### config.mk
export PLATFORM = sky130hd
export DESIGN_NAME = i2c_cfg_target
export DESIGN_NICKNAME = d
export VERILOG_FILES = /design/src/rtl/i2c_cfg_target.sv
export SDC_FILE = /design/constraint.sdc
export NUM_CORES = 1
export LEC_CHECK = 0
export ABC_AREA = 1
export CAP_MARGIN = 5
export CORE_ASPECT_RATIO = 2
export CORE_MARGIN = 3
export CORE_UTILIZATION = 35
export DETAILED_ROUTE_END_ITERATION = 16
export GPL_ROUTABILITY_DRIVEN = 0
export PLACE_DENSITY_LB_ADDON = 0.3
export SLEW_MARGIN = 20
export SYNTH_ARGS = -nofsm -noshare
export SYNTH_HDL_FRONTEND = slang
export SYNTH_SLANG_ARGS = --single-unit
### constraint.sdc
create_clock -name hsclk -period 2.3 [get_ports hsclk]
set_input_delay 0.46 -clock hsclk [delete_from_list [all_inputs] [get_ports hsclk]]
set_output_delay 0.46 -clock hsclk [all_outputs]
set_load 0.01 [all_outputs]
### src/rtl/i2c_cfg_target.sv
// rtl/i2c_cfg_target.sv - I2C target bridging host bus cycles to single-cycle register strobes
module i2c_cfg_target #(
    parameter logic [6:0] I2C_ADDR    = 7'h50,
    parameter int         REG_ADDR_SZ = 2
) (
    input  logic                   hsclk,
    input  logic                   resetb,
    input  logic                   scl_in,
    input  logic                   sda_in,
    output logic                   sda_oe,
    output logic [REG_ADDR_SZ-1:0] reg_addr,
    output logic [7:0]             reg_wdata,
    output logic                   reg_wr,
    output logic                   reg_rd,
    input  logic [7:0]             reg_rdata,
    output logic                   busy
);

    localparam logic [3:0] ST_IDLE       = 4'd0;
    localparam logic [3:0] ST_ADDR       = 4'd1;
    localparam logic [3:0] ST_ADDR_ACK   = 4'd2;
    localparam logic [3:0] ST_PTR        = 4'd3;
    localparam logic [3:0] ST_PTR_ACK    = 4'd4;
    localparam logic [3:0] ST_WDATA      = 4'd5;
    localparam logic [3:0] ST_WDATA_ACK  = 4'd6;
    localparam logic [3:0] ST_RDATA      = 4'd7;
    localparam logic [3:0] ST_RDATA_MACK = 4'd8;
    localparam logic [3:0] ST_WAIT       = 4'd9;

    localparam logic [REG_ADDR_SZ-1:0] PTR_ONE = 1;

    logic scl_s1, scl_s2, scl_d;
    logic sda_s1, sda_s2, sda_d;

    // Idle bus is high, so the synchronizers reset to 1 to avoid false edges at release
    always_ff @(posedge hsclk or negedge resetb) begin
        if (!resetb) begin
            scl_s1 <= 1'b1;
            scl_s2 <= 1'b1;
            scl_d  <= 1'b1;
            sda_s1 <= 1'b1;
            sda_s2 <= 1'b1;
            sda_d  <= 1'b1;
        end else begin
            scl_s1 <= scl_in;
            scl_s2 <= scl_s1;
            scl_d  <= scl_s2;
            sda_s1 <= sda_in;
            sda_s2 <= sda_s1;
            sda_d  <= sda_s2;
        end
    end

    logic scl_rise, scl_fall, start_det, stop_det;

    // SDA edges are qualified by the previous SCL level so a START landing on an SCL-fall cycle still wins
    assign scl_rise  = scl_s2 & ~scl_d;
    assign scl_fall  = ~scl_s2 & scl_d;
    assign start_det = scl_d & sda_d & ~sda_s2;
    assign stop_det  = scl_d & ~sda_d & sda_s2;

    logic [3:0]             state;
    logic [2:0]             bitcnt;
    logic                   byte_full;
    logic [7:0]             shift;
    logic                   rw_bit;
    logic                   mstr_ack;
    logic [REG_ADDR_SZ-1:0] ptr;

    assign reg_addr = ptr;

    always_ff @(posedge hsclk or negedge resetb) begin
        if (!resetb) begin
            state     <= ST_IDLE;
            bitcnt    <= 3'd0;
            byte_full <= 1'b0;
            shift     <= 8'h00;
            rw_bit    <= 1'b0;
            mstr_ack  <= 1'b0;
            ptr       <= '0;
            sda_oe    <= 1'b0;
            reg_wdata <= 8'h00;
            reg_wr    <= 1'b0;
            reg_rd    <= 1'b0;
            busy      <= 1'b0;
        end else begin
            reg_wr <= 1'b0;
            reg_rd <= 1'b0;
            if (reg_wr) begin
                ptr <= ptr + PTR_ONE;
            end

            if (start_det) begin
                state     <= ST_ADDR;
                bitcnt    <= 3'd0;
                byte_full <= 1'b0;
                sda_oe    <= 1'b0;
            end else if (stop_det) begin
                state     <= ST_IDLE;
                bitcnt    <= 3'd0;
                byte_full <= 1'b0;
                sda_oe    <= 1'b0;
                busy      <= 1'b0;
            end else if (scl_rise) begin
                case (state)
                    ST_ADDR, ST_PTR, ST_WDATA: begin
                        shift     <= {shift[6:0], sda_s2};
                        bitcnt    <= bitcnt + 3'd1;
                        byte_full <= (bitcnt == 3'd7);
                    end
                    ST_RDATA_MACK: begin
                        mstr_ack <= ~sda_s2;
                        if (!sda_s2) begin
                            ptr <= ptr + PTR_ONE;
                        end
                    end
                    default: ;
                endcase
            end else if (scl_fall) begin
                case (state)
                    ST_ADDR: begin
                        if (byte_full) begin
                            byte_full <= 1'b0;
                            bitcnt    <= 3'd0;
                            if (shift[7:1] == I2C_ADDR) begin
                                state  <= ST_ADDR_ACK;
                                busy   <= 1'b1;
                                sda_oe <= 1'b1;
                                rw_bit <= shift[0];
                            end else begin
                                state <= ST_WAIT;
                                busy  <= 1'b0;
                            end
                        end
                    end
                    ST_ADDR_ACK: begin
                        if (rw_bit) begin
                            reg_rd <= 1'b1;
                            shift  <= reg_rdata;
                            sda_oe <= ~reg_rdata[7];
                            bitcnt <= 3'd0;
                            state  <= ST_RDATA;
                        end else begin
                            sda_oe <= 1'b0;
                            state  <= ST_PTR;
                        end
                    end
                    ST_PTR: begin
                        if (byte_full) begin
                            byte_full <= 1'b0;
                            bitcnt    <= 3'd0;
                            ptr       <= shift[REG_ADDR_SZ-1:0];
                            sda_oe    <= 1'b1;
                            state     <= ST_PTR_ACK;
                        end
                    end
                    ST_PTR_ACK, ST_WDATA_ACK: begin
                        sda_oe <= 1'b0;
                        state  <= ST_WDATA;
                    end
                    ST_WDATA: begin
                        if (byte_full) begin
                            byte_full <= 1'b0;
                            bitcnt    <= 3'd0;
                            reg_wr    <= 1'b1;
                            reg_wdata <= shift;
                            sda_oe    <= 1'b1;
                            state     <= ST_WDATA_ACK;
                        end
                    end
                    ST_RDATA: begin
                        if (bitcnt == 3'd7) begin
                            sda_oe <= 1'b0;
                            bitcnt <= 3'd0;
                            state  <= ST_RDATA_MACK;
                        end else begin
                            shift  <= {shift[6:0], 1'b0};
                            sda_oe <= ~shift[6];
                            bitcnt <= bitcnt + 3'd1;
                        end
                    end
                    ST_RDATA_MACK: begin
                        if (mstr_ack) begin
                            reg_rd <= 1'b1;
                            shift  <= reg_rdata;
                            sda_oe <= ~reg_rdata[7];
                            bitcnt <= 3'd0;
                            state  <= ST_RDATA;
                        end else begin
                            sda_oe <= 1'b0;
                            busy   <= 1'b0;
                            state  <= ST_WAIT;
                        end
                    end
                    default: ;
                endcase
            end
        end
    end

endmodule

==> results of run 1 <==
## per-layer routing
| metal | GRT usage | vias up |
|---|---|---|
| met5 | 0 | - |
| met1 | 0.1562 | 988 |
| met2 | 0.3210 | 59 |
| met4 | 0.1189 | 0 |
| li1 | - | 1039 |
| met3 | 0.02996 | 20 |
## cells by family after synthesis
| family | after synthesis |
|---|---|
| and+or+nand+nor | 185 |
| buffers and inverters | 38 |
| DFF | 38 |
| AOI/OAI and AO/OA | 37 |
| adders and majority gates | 4 |
| xor gates and xnor gates | 2 |
## path summary, 6_finish.rpt
path | start | end | cells past startpoint
setup / recovery | scl_s2 | shift[7] | 7
hold / removal | resetb | state[1] | 1
setup reg to reg | scl_s2 | shift[7] | 7
hold reg to reg | scl_s1 | scl_s2 | 0
max in group asynchronous | resetb | sda_s2 | 2
min in group hsclk | scl_s1 | scl_s2 | 0
## power groups by stage
stage / clock [mW] / combinational, mW / sequential [mW]
3_3_place_gp: 0 / 1.02 / 0.951
4_1_cts: 0.923 / 1.04 / 0.945
6_report: 0.906 / 1.03 / 0.945
2_1_floorplan: 0 / 0.734 / 0.936
3_5_place_dp: 0 / 1.03 / 0.956
5_1_grt: 0.951 / 1.17 / 0.964
## synth_stat cells, drive strengths merged
cell type    n  area (um^2)
nand3b       2        15.01
o211ai       3        22.52
nand2      103        429.2
xor2         1        8.760
o21ai       32        167.7
dfrtp       32        800.8
nand3       37        205.2
ha           4        50.05
dfstp        6        157.7
buf          3        15.01
nor3         2        10.01
inv         35        131.4
or2          1        6.260
xnor2        1        8.760
a21oi        2        10.01
nor2        35        168.9
nand4        4        55.05
and3         1        6.260
## critical path, stage by stage, from the launching register on
cell and delay, ns:
dfstp_2 0.55, ha_1 0.32, inv_1 0.20, nor2_2 0.35, o21ai_2 0.24, nand2_4 0.18
nand2_1 0.07, nand2_1 0.06
## area by class of cell
class                           instances  area [um^2]
Clock buffer                            5        125.1
Clock inverter                          3        68.82
Fill cell                             598         3336
Inverter                               35        131.4
Multi-Input combinational cell        228         1164
Sequential cell                        38        958.4
Tap cell                               84        105.1
Timing Repair Buffer                   28        267.8
## state kept, by name, indices dropped and copies added, names as in the netlist
signal,flops
bitcnt,3
busy,1
byte_full,1
mstr_ack,1
reg_addr,2
reg_rd,1
reg_wdata,8
reg_wr,1
rw_bit,1
scl_d,1
scl_s1,1
scl_s2,1
sda_d,1
sda_oe,1
sda_s1,1
sda_s2,1
shift,8
state,4
## metrics by stage
step | area (um^2) | setup slack (ns) | power [mW]
5_1_grt | 2820 | 0.1301 | 3.082
6_report | 2820 | 0.2676 | 2.878
3_3_place_gp | 2626 | 0.2973 | 1.967
3_5_place_dp | 2626 | 0.2663 | 1.987
2_1_floorplan | 2268 | 0.6977 | 1.670
4_1_cts | 2820 | 0.2532 | 2.904
==> flow_summary.yaml, run 1 <==
yosys:
  synthMuxAreaShare: 0
  yosys.cell_types.count: 27
  synth-seq-area-share: 0.4225
  syn_area_per_cell_um2: 7.462
  synthSimpleGateAreaFrac: 0.3949
  ys_seq_elements: 38
  synth_nets: 320
  synthCells: 304
  ys_warn_count: 0
  synthAdderAreaFrac: 0.02206
  synthXorXnorAreaFrac: 0.007722
  synth_compound_area_frac: 0.08825
  syn-cell-area_mm2: 0.002268
  synth_top_family_by_area: "simple AND/OR/NAND/NOR gates"
critical_path:
  path_class: "reg2reg"
  rrSetupSlack_ns: 0.27
  required_ns: 2.52
  cp_max_fo: 9
  cp-end-kind: "flop"
  critPathArrivalTime_ns: 2.26
  start_kind: "flop"
drt:
  wl_met2_um: 3327
  dr_total_vias: 2106
  top_layer: "met4"
  dr.pass1.iters: 4
  drt_iter0_markers: 51
  wl_per_cell_um: 14.10
  wl_met1_um: 2087
  wl_um: 5935
  via_per_inst: 5.002
  drc: 0
  antenna_left: 0
  wl_met3_um: 203
timing:
  setup_viol: 0
  hold_viol_final: 0
  slew_headroom: 0.6167
  fin_skew_ns: 0.002410
  fin_crit_sh: 0.8837
  max_freq_mhz: 492.0
  holdWs_ns: 0.1631
  setup-tns-final_ns: 0
  drv_slew: 0
  rsz0062_at_grt: "false"
  tightest_slew_ns: 0.5750
  finalCriticalPeriod_ns: 2.032
final_layout:
  final_core_util: 0.4581
  drive_gt1_frac: 0.1662
  final_cell_mix: "nand2_1 (90), nand3_1 (33), dfrtp_1 (32)"
  antenna_cells: 0
  area_growth_pct: 24.32
  layout.nets: 352
  final-instance-count-excl-fill: 421
  final_common_cell: "nand2_1"
global_route:
  grt_pass1_wl_um: 9798
  antenna_found_initial: 0
  overflow: 0
  grt.total_usage: 0.1691
  grt_start_max_net_pins: 26
  grt_pass1_vias: 2120
die:
  die_area_mm2: 0.007542
  fp.dieH_um: 119.9
  rows: 40
  core_area_mm2: 0.006156
  die_w_um: 62.93
  io_pins: 26
  start_util: 0.3685
power:
  p_seq_frac: 0.328
  p_comb_frac: 0.357
  power.leakage_nw: 1.407
  powerDensity_mw_per_mm2: 1021
  clock_power_share: 0.315
  switching_share: 0.3739
  switching_power_mw: 1.076
  ir_worst_vdd_v: 0.0008770
  intPower_mw: 1.802
clock_network:
  cts-resized-gates: 0
  clk_path_buf_depth: 2
  clkSinkCount: 38
  cts_root_buf: "clkbuf_16"
  hold_buffers: 0
  insertion_delay_ns: 0.29
  htreeDepth: 2
  path_clk_slew_ns: 0.06
  cts_buffers: 5
  cts_tree: "yes"
  cts_setup_buffers: 0
status:
  status: "complete, no violations"
placement:
  hpwl_um: 4760
  dpl.cell_count: 413
  io_buffers: 25
flow_run:
  drv_cap: 0
hold_path:
  min-delay-path-class: "in2async"
Note: power is estimated with default switching activity, not from simulation.
==> run 2: changes to the inputs <==
Clock period 2.3 ns to 2.5 ns, I/O delays scaled along.
==> run 2 against run 1 <==
Effect of this change:
- critical path depth unchanged
- non-clock buffer count down 3
- via count down 0.62%
- register-to-register slack better by 0.18 ns
- first-iteration DRC count increased by 5.9%
- sequential share of layout area increased by 0.54 points
- core utilization decreased by 0.71 points
- global-route usage is 0.069 points higher
- critical path type unchanged
- largest cell class unchanged
==> flow_summary.yaml, run 2 (synthesis results as in run 1) <==
status:
  status: "complete, no violations"
power:
  p_comb_frac: 0.367
  ir_worst_vdd_v: 0.0006441
  power.leakage_nw: 1.383
  clock_power_share: 0.295
  switching_power_mw: 0.9746
  powerDensity_mw_per_mm2: 920.5
  switching_share: 0.3813
  p_seq_frac: 0.339
  intPower_mw: 1.581
timing:
  fin_crit_sh: 0.8195
  rsz0062_at_grt: "false"
  setup-tns-final_ns: 0
  max_freq_mhz: 488.1
  slew_headroom: 0.4281
  finalCriticalPeriod_ns: 2.049
  tightest_slew_ns: 0.8579
  drv_slew: 0
  setup_viol: 0
  hold_viol_final: 0
  fin_skew_ns: 0.008672
critical_path:
  critPathArrivalTime_ns: 2.27
  path_class: "reg2reg"
  cp-end-kind: "flop"
  cp_max_fo: 9
  required_ns: 2.72
  r2r-start: "scl_s2"
  reg2reg_to: "shift[6]"
  rrSetupSlack_ns: 0.45
  ff2ff_path_depth: 7
  start_kind: "flop"
clock_network:
  cts_tree: "yes"
  cts_root_buf: "clkbuf_16"
  htreeDepth: 2
  cts_setup_buffers: 0
  clk_path_buf_depth: 2
  clkSinkCount: 38
  cts-resized-gates: 0
  cts_buffers: 5
  hold_buffers: 0
  path_clk_slew_ns: 0.06
  insertion_delay_ns: 0.29
drt:
  antenna_left: 0
  drc: 0
  dr.pass1.iters: 4
  via_per_inst: 5.007
  wl_per_cell_um: 13.98
  dr_total_vias: 2093
  wl_um: 5844
  drt_iter0_markers: 54
final_layout:
  final_common_cell: "nand2_1"
  drive_gt1_frac: 0.1557
  final-instance-count-excl-fill: 418
  final_cell_mix: "nand2_1 (90), nand3_1 (33), dfrtp_1 (32)"
  layout.nets: 349
  reg_top3: "reg_wdata x8, shift x8, state x4"
  area_growth_pct: 22.39
  fillerInstances: 617
  antenna_cells: 0
global_route:
  grt.total_usage: 0.1698
  grt_start_max_net_pins: 39
  overflow: 0
  grt_pass1_wl_um: 10010
  grt_pass1_vias: 2082
  antenna_found_initial: 0
die:
  die_w_um: 62.93
  start_util: 0.3685
  io_pins: 26
  rows: 40
  die_area_mm2: 0.007542
  core_area_mm2: 0.006156
  fp.dieH_um: 119.9
flow_run:
  drv_cap: 0
placement:
  io_buffers: 25
  dpl.cell_count: 410
  hpwl_um: 4514
hold_path:
  min-delay-path-class: "in2async"
run 2: cell count changes in the layout (fill, tap and decap cells not counted), sizes merged:
| cell | before | now |
|---|---|---|
| clkbuf | 5 | 7 |
| buf | 4 | 1 |
| clkinv | 1 | 0 |
| bufinv | 2 | 1 |
run 2: routing by layer:
layer / routed length [um] / global-route usage
met5: 0 / 0
met4: 193 / 0.08437
met3: 213 / 0.03184
met2: 3360 / 0.3250
met1: 2078 / 0.1685
run 2: critical path: stages, from the launching register on:
cell and delay, ns:
dfstp_2 0.55, ha_1 0.32, inv_1 0.19, nor2_2 0.36
o21ai_2 0.25, nand2_4 0.19, nand2_1 0.06, nand2_1 0.06
run 2: worst max path at each step:
| stage | startpoint | end | slack (ns) | depth (start not counted) |
|---|---|---|---|---|
| 2_1_floorplan | scl_d | bitcnt[0] | 0.90 | 10 |
| 3_3_place_gp | scl_s2 | shift[0] | 0.46 | 7 |
| 3_5_place_dp | scl_s2 | shift[7] | 0.45 | 7 |
| 4_1_cts | scl_s2 | shift[6] | 0.45 | 7 |
| 5_1_grt | scl_s2 | shift[0] | 0.29 | 7 |
| 6_report | scl_s2 | shift[6] | 0.45 | 7 |
run 2: per-stage QoR:
| step | power, mW | worst slack, ns | utilization | hold WS (ns) | cell area [um^2] |
|---|---|---|---|---|---|
| after floorplan | 1.536 | 0.8977 | - | 0.2044 | 2268 |
| after global placement | 1.809 | 0.4625 | 0.4230 | 0.3459 | 2604 |
| after detailed placement | 1.814 | 0.4460 | 0.4230 | 0.3482 | 2604 |
| after CTS | 2.572 | 0.4451 | 0.4510 | 0.3582 | 2776 |
| after global routing | 2.743 | 0.2854 | 0.4510 | 0.3583 | 2776 |
| final | 2.556 | 0.4513 | 0.4510 | 0.3147 | 2776 |
run 2: final cells by class:
cell class | instances | area (um^2) | share of cell area
multi-input combinational | 228 | 1164 | 0.4191
sequential | 38 | 958.4 | 0.3452
timing repair buffer | 25 | 245.2 | 0.08833
clock buffer | 7 | 142.6 | 0.05137
inverter | 35 | 131.4 | 0.04732
tap | 84 | 105.1 | 0.03785
clock inverter | 1 | 30.03 | 0.01082
run 2: power by group through the flow:
| stage | Clock, mW | Combinational (mW) | Sequential [mW] |
|---|---|---|---|
| after floorplan | 0 | 0.676 | 0.861 |
| after global placement | 0 | 0.936 | 0.873 |
| after detailed placement | 0 | 0.937 | 0.877 |
| after CTS | 0.761 | 0.943 | 0.868 |
| after global routing | 0.792 | 1.07 | 0.885 |
| final | 0.753 | 0.937 | 0.866 |
==> run 3: changes to the inputs <==
Clock period 2.5 ns to 1.7 ns, I/O delays scaled along.
==> run 3 against run 2 <==
Effect of this change:
- largest power group unchanged
- sequential power rose by 50%
- clock power rose by 39%
- the run now ends with negative hold slack left
- global-route usage rose by 0.94 points
- critical path type unchanged
==> flow_summary.yaml, run 3 (synthesis results as in run 1) <==
status:
  violations: "negative hold slack"
  status: "finished, violations left"
placement:
  place_area_mm2: 0.002749
  io_buffers: 25
  dpl.cell_count: 426
  preCtsSetupSlack_ns: 0.006374
  hpwl_um: 4848
power:
  powerDensity_mw_per_mm2: 1305
  ir_worst_vdd_v: 0.0008530
  power.leakage_nw: 1.475
die:
  start_util: 0.3685
  die_w_um: 62.93
  fp.dieH_um: 119.9
  io_pins: 26
  rows: 40
  core_area_mm2: 0.006156
  die_area_mm2: 0.007542
clock_network:
  cts_buffers: 5
  cts_root_buf: "clkbuf_16"
  clkSinkCount: 38
  insertion_delay_ns: 0.28
  htreeDepth: 2
  hold_buffers: 0
  clk_path_buf_depth: 2
  cts_tree: "yes"
  path_clk_slew_ns: 0.06
global_route:
  grt_start_max_net_pins: 23
  antenna_found_initial: 0
  grt_pass1_vias: 2233
  grt_pass1_wl_um: 10450
  grt.total_usage: 0.1792
  overflow: 0
critical_path:
  start_kind: "flop"
  reg2reg_to: "state[1]"
  critPathArrivalTime_ns: 1.85
  ff2ff_path_depth: 9
  cp_max_fo: 6
  cp-end-kind: "flop"
  required_ns: 1.92
  r2r-start: "scl_d"
  path_class: "reg2reg"
  rrSetupSlack_ns: 0.07
timing:
  hold_viol_final: 16
  finalCriticalPeriod_ns: 1.628
  slew_headroom: 0.7142
  rsz0062_at_grt: "true"
  setup_slack_ns: 0.07195
  holdWs_ns: -0.01092
  fin_skew_ns: 0.003521
  drv_slew: 0
  tightest_slew_ns: 0.4287
  max_freq_mhz: 614.2
  setup_viol: 0
  fin_crit_sh: 0.9577
final_layout:
  fillerInstances: 576
  area_growth_pct: 34.03
  final_core_util: 0.4939
  layout.nets: 369
  final_common_cell: "nand2_1"
  reg_top3: "reg_wdata x8, shift x8, state x4"
  final-instance-count-excl-fill: 438
  final_cell_mix: "nand2_1 (89), nand3_1 (33), dfrtp_1 (29)"
  finalInstanceArea_mm2: 0.003040
  drive_gt1_frac: 0.2486
  antenna_cells: 0
flow_run:
  drv_cap: 0
drt:
  antenna_left: 0
  dr_total_vias: 2172
  via_per_inst: 4.959
  drt_iter0_markers: 53
  wl_per_cell_um: 14.42
  dr.pass1.iters: 5
  drc: 0
  wl_um: 6318
hold_path:
  min-delay-path-class: "in2async"
[run 3: cell types whose count changed in the layout (fill, tap and decap cells not counted), sizes merged]
cell / previous run / this run
buf: 1 / 20
nand2: 103 / 104
[run 3: worst max path at each step]
stage / end / cells past startpoint / from / slack [ns]
after global routing: shift[2] / 9 / state[3] / -0.05
after CTS: bitcnt[1] / 10 / state[1] / 0.02
after floorplan: bitcnt[0] / 10 / scl_d / 0.1
after global placement: state[0] / 9 / scl_d / 0.01
after detailed placement: state[3] / 8 / scl_d / 0.006
final: state[1] / 9 / scl_d / 0.07
[run 3: through the flow]
| stage | setup TNS [ns] | hold WS (ns) | power (mW) |
|---|---|---|---|
| 5_1_grt | -0.3530 | 0.005683 | 4.268 |
| 6_report | 0 | -0.01092 | 3.969 |
| 2_1_floorplan | 0 | 0.04441 | 2.259 |
| 3_3_place_gp | 0 | 0.3011 | 2.730 |
| 3_5_place_dp | 0 | 0.3067 | 2.743 |
| 4_1_cts | 0 | 0.007525 | 3.816 |
[run 3: repair_timing]
item	CTS	global route
hold endpoints to repair	0	0
setup endpoints to repair	5	21
setup buffers	0	3
resized for setup	4	26
gates cloned	0	1
pin swaps	0	5
[run 3: power by group]
part / internal, mW / switching, mW / total [mW]
registers: 1.10 / 0.193 / 1.30
clock network: 0.693 / 0.360 / 1.05
logic: 0.637 / 0.981 / 1.62
total: 2.43 / 1.53 / 3.97
[run 3: cell type report]
cell class,count,area [um^2],share of cell area
Timing Repair Buffer,44,412.9,0.1358
Clock buffer,7,132.6,0.04362
Sequential cell,38,962.2,0.3165
Inverter,35,136.4,0.04486
Multi-Input combinational cell,229,1261,0.4148
Clock inverter,1,30.03,0.009877
Tap cell,84,105.1,0.03457
[run 3: per-layer routing]
| layer | wire (um) | part of all wire | up-vias | GRT usage |
|---|---|---|---|---|
| met1 | 2040 | 0.32 | 987 | 0.1584 |
| met2 | 3526 | 0.56 | 78 | 0.3441 |
| met4 | 484 | 0.077 | 0 | 0.1286 |
| met3 | 267 | 0.042 | 37 | 0.03558 |
| li1 | - | - | 1070 | - |
| met5 | 0 | 0 | - | 0 |
[run 3: worst max-delay path: stages (launching register included)]
cell	delay, ns
dfstp_2	0.60
inv_2	0.07
ha_4	0.18
nor2_2	0.17
nand2_1	0.10
nor2_2	0.16
nand2_2	0.10
nand2_1	0.08
nand2_1	0.05
nand2_1	0.05
